===== src/rtl/matrix_pkg.sv =====
// Shared widths, event layout and scan FSM states for the button-matrix scanner.
// Pure declarations; no timing or flow-control behaviour of its own.
package matrix_pkg;
    localparam int ROWS  = 13;
    localparam int COLS  = 18;
    localparam int ROW_W = 4;
    localparam int COL_W = 5;
    localparam int EVT_W = 10;

    localparam int EVT_COL_LSB   = 0;
    localparam int EVT_ROW_LSB   = EVT_COL_LSB + COL_W;
    localparam int EVT_PRESS_BIT = EVT_ROW_LSB + ROW_W;

    typedef enum logic [2:0] {
        IDLE,
        SETTLE,
        SAMPLE,
        EMIT,
        GAP
    } scan_state_t;

    function automatic logic [EVT_W-1:0] pack_evt(input logic pressed,
                                                  input logic [ROW_W-1:0] r,
                                                  input logic [COL_W-1:0] c);
        logic [EVT_W-1:0] e;
        e = '0;
        e[EVT_PRESS_BIT]           = pressed;
        e[EVT_ROW_LSB +: ROW_W]    = r;
        e[EVT_COL_LSB +: COL_W]    = c;
        return e;
    endfunction
endpackage


===== src/rtl/event_fifo.sv =====
// Synchronous event FIFO; head is combinational, flags update the cycle after push/pop.
// Push while full is refused unless a pop happens in the same cycle; pop while empty is ignored.
module event_fifo #(
    parameter int DEPTH = 16,
    parameter int WIDTH = 10
) (
    input  logic             clk,
    input  logic             resetn,
    input  logic             push,
    input  logic [WIDTH-1:0] push_dat,
    input  logic             pop,
    output logic [WIDTH-1:0] head_dat,
    output logic             full,
    output logic             empty
);
    localparam int AW = $clog2(DEPTH);

    logic [WIDTH-1:0] mem [DEPTH];
    logic [AW:0]      wr_ptr;
    logic [AW:0]      rd_ptr;
    logic             do_push;
    logic             do_pop;

    assign empty    = (wr_ptr == rd_ptr);
    assign full     = (wr_ptr[AW] != rd_ptr[AW]) && (wr_ptr[AW-1:0] == rd_ptr[AW-1:0]);
    assign do_pop   = pop && !empty;
    // A same-cycle pop frees the slot being written, so a full FIFO still accepts.
    assign do_push  = push && (!full || do_pop);
    assign head_dat = empty ? '0 : mem[rd_ptr[AW-1:0]];

    always_ff @(posedge clk or negedge resetn) begin
        if (!resetn) begin
            wr_ptr <= '0;
            rd_ptr <= '0;
        end else begin
            if (do_push) wr_ptr <= wr_ptr + 1'b1;
            if (do_pop)  rd_ptr <= rd_ptr + 1'b1;
        end
    end

    always_ff @(posedge clk) begin
        if (do_push) mem[wr_ptr[AW-1:0]] <= push_dat;
    end
endmodule


===== src/rtl/matrix_scan_sequencer.sv =====
// Autonomous row scanner with frame-to-frame debounce, key-state map and press/release event FIFO.
// Event pushed on its EMIT cycle, visible next cycle; a full FIFO drops the event and sets overflow.
module matrix_scan_sequencer #(
    parameter int ROWS          = matrix_pkg::ROWS,
    parameter int COLS          = matrix_pkg::COLS,
    parameter int SETTLE_CYCLES = 48,
    parameter int FRAME_GAP     = 48000,
    parameter int FIFO_DEPTH    = 16
) (
    input  logic                         clk,
    input  logic                         resetn,
    input  logic                         enable,
    input  logic [COLS-1:0]              col_in,
    output logic [ROWS-1:0]              row,
    output logic [matrix_pkg::EVT_W-1:0] evt_data,
    output logic                         evt_valid,
    input  logic                         evt_pop,
    output logic                         overflow,
    input  logic                         clear_ovf,
    output logic                         frame_done,
    input  logic [matrix_pkg::ROW_W-1:0] rd_row,
    output logic [COLS-1:0]              rd_cols
);
    import matrix_pkg::*;

    localparam int CNT_W = $clog2(FRAME_GAP + SETTLE_CYCLES + COLS + 1);
    localparam logic [CNT_W-1:0] GAP_LAST    = CNT_W'(FRAME_GAP - 1);
    localparam logic [CNT_W-1:0] SETTLE_LAST = CNT_W'(SETTLE_CYCLES - 1);
    localparam logic [CNT_W-1:0] COL_LAST    = CNT_W'(COLS - 1);
    localparam logic [ROW_W-1:0] ROW_LAST    = ROW_W'(ROWS - 1);

    scan_state_t      state_q, state_d;
    logic [CNT_W-1:0] cnt_q, cnt_d;
    logic [ROW_W-1:0] ridx_q, ridx_d;
    logic [ROWS-1:0]  row_q, row_d;
    logic             frame_done_q;
    logic             ovf_q;

    logic [COLS-1:0]  col_meta, col_sync;
    logic [COLS-1:0]  prev_q   [ROWS];
    logic [COLS-1:0]  stable_q [ROWS];
    logic [COLS-1:0]  chg_q;
    logic [COLS-1:0]  raw, chg;
    logic [COL_W-1:0] col_idx;
    logic             evt_push, evt_drop;
    logic [EVT_W-1:0] push_dat;
    logic             fifo_full, fifo_empty;

    assign raw      = ~col_sync;
    // Change only when this frame agrees with the last one and differs from the stable map.
    assign chg      = ~(raw ^ prev_q[ridx_q]) & (raw ^ stable_q[ridx_q]);
    assign col_idx  = COL_W'(cnt_q);
    assign evt_push = (state_q == EMIT) && chg_q[col_idx];
    assign push_dat = pack_evt(~stable_q[ridx_q][col_idx], ridx_q, col_idx);
    assign evt_drop = evt_push && fifo_full && !(evt_pop && !fifo_empty);

    always_comb begin
        state_d = state_q;
        cnt_d   = cnt_q + 1'b1;
        ridx_d  = ridx_q;
        case (state_q)
            IDLE: begin
                if (cnt_q == GAP_LAST) begin
                    cnt_d = cnt_q;
                    if (enable) begin
                        state_d = SETTLE;
                        cnt_d   = '0;
                        ridx_d  = '0;
                    end
                end
            end
            SETTLE: begin
                if (cnt_q == SETTLE_LAST) begin
                    state_d = SAMPLE;
                    cnt_d   = '0;
                end
            end
            SAMPLE: begin
                cnt_d   = '0;
                state_d = (|chg) ? EMIT : GAP;
            end
            EMIT: begin
                if (cnt_q == COL_LAST) begin
                    state_d = GAP;
                    cnt_d   = '0;
                end
            end
            GAP: begin
                cnt_d = '0;
                if (ridx_q == ROW_LAST) begin
                    state_d = IDLE;
                end else begin
                    state_d = SETTLE;
                    ridx_d  = ridx_q + 1'b1;
                end
            end
            default: begin
                state_d = IDLE;
                cnt_d   = '0;
            end
        endcase
        // Row drive is registered from the next state so it never glitches low.
        row_d = '1;
        if (state_d == SETTLE || state_d == SAMPLE) row_d = ~(ROWS'(1) << ridx_d);
    end

    always_ff @(posedge clk or negedge resetn) begin
        if (!resetn) begin
            state_q      <= IDLE;
            cnt_q        <= '0;
            ridx_q       <= '0;
            row_q        <= '1;
            frame_done_q <= 1'b0;
            ovf_q        <= 1'b0;
            col_meta     <= '1;
            col_sync     <= '1;
        end else begin
            state_q      <= state_d;
            cnt_q        <= cnt_d;
            ridx_q       <= ridx_d;
            row_q        <= row_d;
            frame_done_q <= (state_q == GAP) && (ridx_q == ROW_LAST);
            col_meta     <= col_in;
            col_sync     <= col_meta;
            if (evt_drop)       ovf_q <= 1'b1;
            else if (clear_ovf) ovf_q <= 1'b0;
        end
    end

    always_ff @(posedge clk or negedge resetn) begin
        if (!resetn) begin
            chg_q <= '0;
            for (int r = 0; r < ROWS; r++) begin
                prev_q[r]   <= '0;
                stable_q[r] <= '0;
            end
        end else begin
            if (state_q == SAMPLE) begin
                chg_q          <= chg;
                prev_q[ridx_q] <= raw;
            end
            if (evt_push) stable_q[ridx_q][col_idx] <= ~stable_q[ridx_q][col_idx];
        end
    end

    event_fifo #(
        .DEPTH (FIFO_DEPTH),
        .WIDTH (EVT_W)
    ) u_fifo (
        .clk      (clk),
        .resetn   (resetn),
        .push     (evt_push),
        .push_dat (push_dat),
        .pop      (evt_pop),
        .head_dat (evt_data),
        .full     (fifo_full),
        .empty    (fifo_empty)
    );

    assign row        = row_q;
    assign evt_valid  = ~fifo_empty;
    assign overflow   = ovf_q;
    assign frame_done = frame_done_q;
    assign rd_cols    = (int'(rd_row) < ROWS) ? stable_q[rd_row] : '0;
endmodule


===== config.mk =====
export PLATFORM = sky130hd
export DESIGN_NAME = matrix_scan_sequencer
export DESIGN_NICKNAME = d
export VERILOG_FILES = /design/src/rtl/matrix_pkg.sv /design/src/rtl/event_fifo.sv /design/src/rtl/matrix_scan_sequencer.sv
export SDC_FILE = /design/constraint.sdc
export NUM_CORES = 1
export LEC_CHECK = 0
export BUFFER_PORTS_ARGS = -buffer_cell sky130_fd_sc_hd__buf_2
export CAP_MARGIN = 20
export CORE_ASPECT_RATIO = 1.25
export CORE_MARGIN = 8
export CORE_UTILIZATION = 63
export CTS_CLUSTER_SIZE = 8
export DETAILED_ROUTE_END_ITERATION = 12
export PLACE_DENSITY = 0.81
export SLEW_MARGIN = 30
export SYNTH_ARGS = -nofsm -noshare
export SYNTH_HDL_FRONTEND = slang
export SYNTH_SLANG_ARGS = --single-unit

===== constraint.sdc =====
create_clock -name clk -period 3.9 [get_ports clk]
set_input_delay 0 -clock clk [delete_from_list [all_inputs] [get_ports clk]]
set_output_delay 0 -clock clk [all_outputs]
set_load 0.1 [all_outputs]

==> results of run 1 <==
==> cell type report <==
type | instances | share of cell area
flip-flops and latches | 730 | 0.494
multi-input cells | 1940 | 0.355
clock buffers | 167 | 0.0716
repair buffers | 232 | 0.0479
well taps | 727 | 0.0235
clock inverters | 8 | 0.00530
inverters | 21 | 0.00203
diodes | 5 | 0.000323
==> per-stage QoR <==
| stage | cells | cell area (um^2) | setup slack [ns] | utilization |
|---|---|---|---|---|
| final | 3830 | 38700 | 0.0948 | 0.721 |
| after global routing | 3825 | 38700 | 0.0536 | 0.721 |
| after CTS | 3824 | 38700 | 0.220 | 0.720 |
| after detailed placement | 3614 | 35400 | 0.292 | 0.659 |
| after global placement | 3614 | 35400 | 0.351 | 0.658 |
| after floorplan | 2953 | 34300 | 0.459 | - |
==> cells by family after synthesis <==
group | count (synthesis)
flops | 730
buf+inv | 283
simple gates | 677
mux | 301
compound gates | 928
xor+xnor | 21
fa+ha+maj | 13
==> report_power, final <==
group | internal [mW] | switching [mW]
logic | 0.369 | 0.772
clock network | 4.85 | 3.37
registers | 7.85 | 0.0703
==> cells in the mapped netlist (4+ instances only) <==
cell / instances
nor2b_1: 21
a31oi_1: 23
buf_1: 17
a21oi_1: 104
a22oi_1: 8
or4_1: 6
o21ai_0: 416
o22ai_1: 57
o22a_1: 4
edfxtp_1: 160
and3_1: 16
xor2_1: 6
o31ai_1: 230
a22o_1: 6
xnor2_1: 15
ha_1: 13
mux2i_1: 148
buf_6: 19
nor2_1: 146
nor3b_1: 4
buf_2: 35
o21ai_1: 4
nand2_1: 362
and2_1: 11
a221oi_1: 20
a2bb2oi_1: 4
inv_1: 18
mux2_2: 18
and4_1: 4
dfrtp_1: 521
buf_12: 10
a221o_1: 4
a211oi_1: 7
clkbuf_1: 177
mux4_2: 132
nand4_1: 10
nor3_1: 28
or3_1: 8
nor4_1: 9
o2bb2ai_1: 10
dfstp_2: 49
nand3_1: 30
==> sequential cells by signal, summed over array words and instances (netlist names) <==
| register | count |
|---|---|
| stable_q | 234 |
| chg_q | 18 |
| u_fifo.wr_ptr | 5 |
| overflow | 1 |
| frame_done | 1 |
| row | 13 |
| prev_q | 234 |
| ridx_q | 4 |
| col_meta | 18 |
| col_sync | 18 |
| cnt_q | 16 |
| u_fifo.mem | 160 |
| u_fifo.rd_ptr | 5 |
| state_q | 3 |
==> layer usage <==
layer	global-route usage	vias up	routed length (um)
met5	0.00242	-	0
met4	0.224	0	7660
met1	0.401	13100	35600
met2	0.520	1926	48900
met3	0.0796	572	11100
li1	-	11200	-
==> critical path: stages, from the launching register on <==
cell	delay [ns]
dfrtp_4	0.71
buf_12	0.24
buf_4	0.20
buf_4	0.19
mux2i_1	0.23
nor2_1	0.06
a211oi_1	0.26
nand2_1	0.33
o22ai_1	0.32
a211o_1	0.14
o211ai_1	0.16
buf_4	0.22
buf_12	0.19
o31ai_1	0.35
==> worst paths after layout <==
check | from | endpoint | slack [ns] | cells after the start
max | ridx_q[1] | stable_q[62] | 0.09 | 13
min | resetn | prev_q[194] | -0.0006 | 2
max reg2reg | ridx_q[1] | stable_q[62] | 0.09 | 13
min reg2reg | col_meta[7] | col_sync[7] | 0.35 | 0
max in group asynchronous | resetn | ridx_q[1] | 2.67 | 3
min in group clk | col_in[0] | col_meta[0] | 0.01 | 2
==> results.ini, run 1 <==
[routing]
vias = 26800
drc = 0
drt_iter0_drc = 3723
antenna_left = 0
first_pass_iters = 7
via_per_inst = 7.00
wl_um = 103000
post_drt_wl_per_cell_um = 27.0

[logic_synthesis]
synth_cell_types = 78
synth_area_leaders = dfrtp_1, edfxtp_1, mux4_2
synth-seq-area-share = 0.558
ys_ff_latch = 730
synth_compound_area_frac = 0.166
yosys.area.top_type = dfrtp_1
netlist.area_leader.share = 0.380
synth-xor-area-share = 0.00537
syn_area_um2 = 34300
yosys.area_share.simple = 0.0868
synth-main-ff-cell = dfrtp_1
syn_avg_cell_area_um2 = 11.6
synthMuxAreaShare = 0.137
async_flop_share = 0.781
synthesis.nets = 2993
synth_top_family_by_area = compound AO/OA/AOI/OAI gates
synth_cells = 2953
synth_edf_count = 160
yosys.area_share.adder = 0.00475
ys.warnings.count = 0

[global_routing]
track_usage = 0.330
antenna_found_initial = 2
grt_start_max_net_pins = 111
grt_overflow = 0
grt_pass1_wl_um = 159000
first_global_vias = 27000

[power]
power_leakage_nw = 15.1
power_mw = 17.3
peakVddDrop_v = 0.000477
p_per_area_nw_per_um2 = 446

[place]
portBuffers = 70
dp_hpwl_um = 62500
globalplace.congestion = 0.960

[cells_and_area]
final_common_cell = dfrtp_1
final_nets = 3066
drive_above_1_share = 0.176
mostFrequentLayoutCells = dfrtp_1, o21ai_0, nand2_1
regArea_um2 = 19100
fillers = 3539
multiInputGateArea_um2 = 13800
areaGrowthSynthToFinish_pct = 13.1

[clock_tree]
hold_buffers = 35
cts_setup_buffers = 0
insertion_delay_ns = 0.69
cts_sinks = 730
cts_tree = done
cts_htree_levels = 3
clk_pin_slew_ns = 0.05
clockRootBuffer = clkbuf_16
cts_resized = 0
cts_made_buffers = 101
clk_path_buf_depth = 3

[setup_path]
cp-start-kind = register
cp-end-kind = register
path_class = register to register
arrival_ns = 4.33
path_max_fanout = 54
worstPathRequired_ns = 4.42

[timing]
worstMarginPinSlew_ns = 0.980
maxSlewViolCount = 0
skew_ns = 0.0717
fmax_mhz = 263
rsz0062_at_grt = false
whs_ns = -0.000582
relSlewSlack = 0.345
setup_violations = 0
fin_crit_ns = 3.81
hold_violations = 1
finalCritPeriodShare = 0.976
tns_ns = 0

[floorplan]
design.portCount = 71
core_um2 = 53700
row_count = 95
die_area_um2 = 62200
die_h_um = 277
initial_core_util = 0.638
die_x_um = 225

[outcome]
violations = negative hold slack
status = finished, violations left

[run]
max_cap_violations = 0

[min_path]
hp-class = primary input to asynchronous set/reset pin

(Power assumes the default switching activity.)
==> run 2, diff against run 1 <==
==> constraint.sdc (replaced) <==
create_clock -name clk -period 3.9 [get_ports clk]
set_input_delay 0.78 -clock clk [delete_from_list [all_inputs] [get_ports clk]]
set_output_delay 0.78 -clock clk [all_outputs]
set_load 0.1 [all_outputs]
==> results.ini, run 2 (same netlist as run 1, synthesis figures left out) <==
[outcome]
status = complete, no violations

[global_routing]
first_global_vias = 27000
grt_pass1_wl_um = 157000
antenna_found_initial = 2
track_usage = 0.326
grt_start_max_net_pins = 92
grt_overflow = 0

[cells_and_area]
postLayoutCellArea_um2 = 39100
post-route-util = 0.728
fillers = 3526
final_common_cell = dfrtp_1
areaGrowthSynthToFinish_pct = 14.1
final_nets = 3054
drive_above_1_share = 0.187
mostFrequentLayoutCells = dfrtp_1, o21ai_0, nand2_1
regArea_um2 = 19100
final_cells = 3815
multiInputGateArea_um2 = 14000

[place]
dp_hpwl_um = 62500
place_inst = 3637
portBuffers = 70
dpl-instance-area_um2 = 36100
globalplace.congestion = 0.980

[setup_path]
reg2reg_from = ridx_q[3]
path_common_cell = buf_4
worstPathRequired_ns = 4.17
crit_cells = 11
cp-startpoint = ridx_q[3]
path_class = register to register
arrival_ns = 4.11
crit_chain = buf_4, nor3b_1, buf_4, a22oi_1, a21oi_1, or3_1, o22ai_1, a311o_1, o211ai_1, buf_4, nand2_1
crit_slowest_cell = dfrtp_2
cp_top_family = simple AND/OR/NAND/NOR gates
cp-end-kind = register
path_max_fanout = 16
cp-start-kind = register
critPathBufInv = 3
reg2reg_depth = 11
critPathMaxStageDelay_ns = 0.58

[timing]
skew_ns = 0.0343
hold_violations = 0
fin_crit_ns = 3.84
worstMarginPinSlew_ns = 1.06
rsz0062_at_grt = false
finalCritPeriodShare = 0.985
setup_violations = 0
relSlewSlack = 0.293
maxSlewViolCount = 0
fmax_mhz = 260

[routing]
drc = 0
wl_um = 102000
first_pass_iters = 6
via_per_inst = 7.00
antenna_left = 0
post_drt_wl_per_cell_um = 26.8
vias = 26700
drt_iter0_drc = 3575

[floorplan]
core_um2 = 53700
design.portCount = 71
die_x_um = 225
die_area_um2 = 62200
row_count = 95
die_h_um = 277
initial_core_util = 0.638

[min_path]
hp-class = primary input to asynchronous set/reset pin

[clock_tree]
clk_pin_slew_ns = 0.05
insertion_delay_ns = 0.66
cts_made_buffers = 101
cts_tree = done
cts_htree_levels = 3
clk_path_buf_depth = 3
clockRootBuffer = clkbuf_16
hold_buffers = 0
cts_sinks = 730

[power]
power_mw = 17.3
power_leakage_nw = 15.1
p_per_area_nw_per_um2 = 442
peakVddDrop_v = 0.000536

[run]
max_cap_violations = 0

[run 2: cell count changes in the layout (fill, tap and decap cells not counted), moves of 3 or more]
cell,before,now
dlygate4sd3_1,35,0
buf_12,15,37
buf_4,111,132
buf_2,69,50
a31oi_1,23,5
a31oi_4,0,17
nor2_1,132,141
nor2_2,14,5
diode_2,5,1
clkinv_16,6,3
[run 2: worst paths after layout]
| check | endpoint | slack, ns |
|---|---|---|
| worst max-delay path | u_fifo.mem[15][9] | 0.06 |
| worst min-delay path | stable_q[74] | 0.19 |
| worst max register to register | u_fifo.mem[15][9] | 0.06 |
| worst min register to register | col_sync[8] | 0.35 |
| max in group asynchronous | row[6] | 2.65 |
| min in group clk | col_meta[16] | 0.22 |
[run 2: repair_timing]
| action | in CTS | in global routing |
|---|---|---|
| gates resized for setup | 0 | 2 |
| setup buffers | 0 | 1 |
| setup endpoints to repair | 0 | 36 |
[run 2: layout make-up]
cell class | count | area share
Inverter | 21 | 0.00202
Tap cell | 727 | 0.0233
Clock inverter | 7 | 0.00365
Timing Repair Buffer | 220 | 0.0511
Sequential cell | 730 | 0.490
Multi-Input combinational cell | 1940 | 0.359
Antenna cell | 1 | 0.0000640
Clock buffer | 169 | 0.0717
[run 2: worst reg2reg max path, delay by kind of cell, from the launching register on]
kind                   cells  cell delay (ns)
and+or+nand+nor            3             1.23
AOI/OAI and AO/OA          5             0.85
DFF                        1             0.58
buffers and inverters      3             0.78
[run 2: layer usage]
layer | track usage | share of wire | up-vias
met5 | 0 | 0.00023 | -
met4 | 0.206 | 0.069 | 2
met3 | 0.0697 | 0.10 | 493
met2 | 0.527 | 0.48 | 1924
met1 | 0.396 | 0.35 | 13100
li1 | - | - | 11200
[run 2: where the power goes]
| part | internal [mW] | switching, mW |
|---|---|---|
| combinational | 0.404 | 0.748 |
| clock | 4.87 | 3.30 |
| sequential | 7.85 | 0.0977 |
| total | 13.1 | 4.14 |
[run 2: per-stage QoR]
stage | TNS, ns | hold WS (ns) | setup WS, ns
after floorplan | -0.290 | 0.345 | -0.290
after global placement | 0 | 0.346 | 0.228
after detailed placement | 0 | 0.347 | 0.164
after CTS | 0 | 0.193 | 0.106
after global routing | 0 | 0.200 | 0.0101
final | 0 | 0.189 | 0.0581
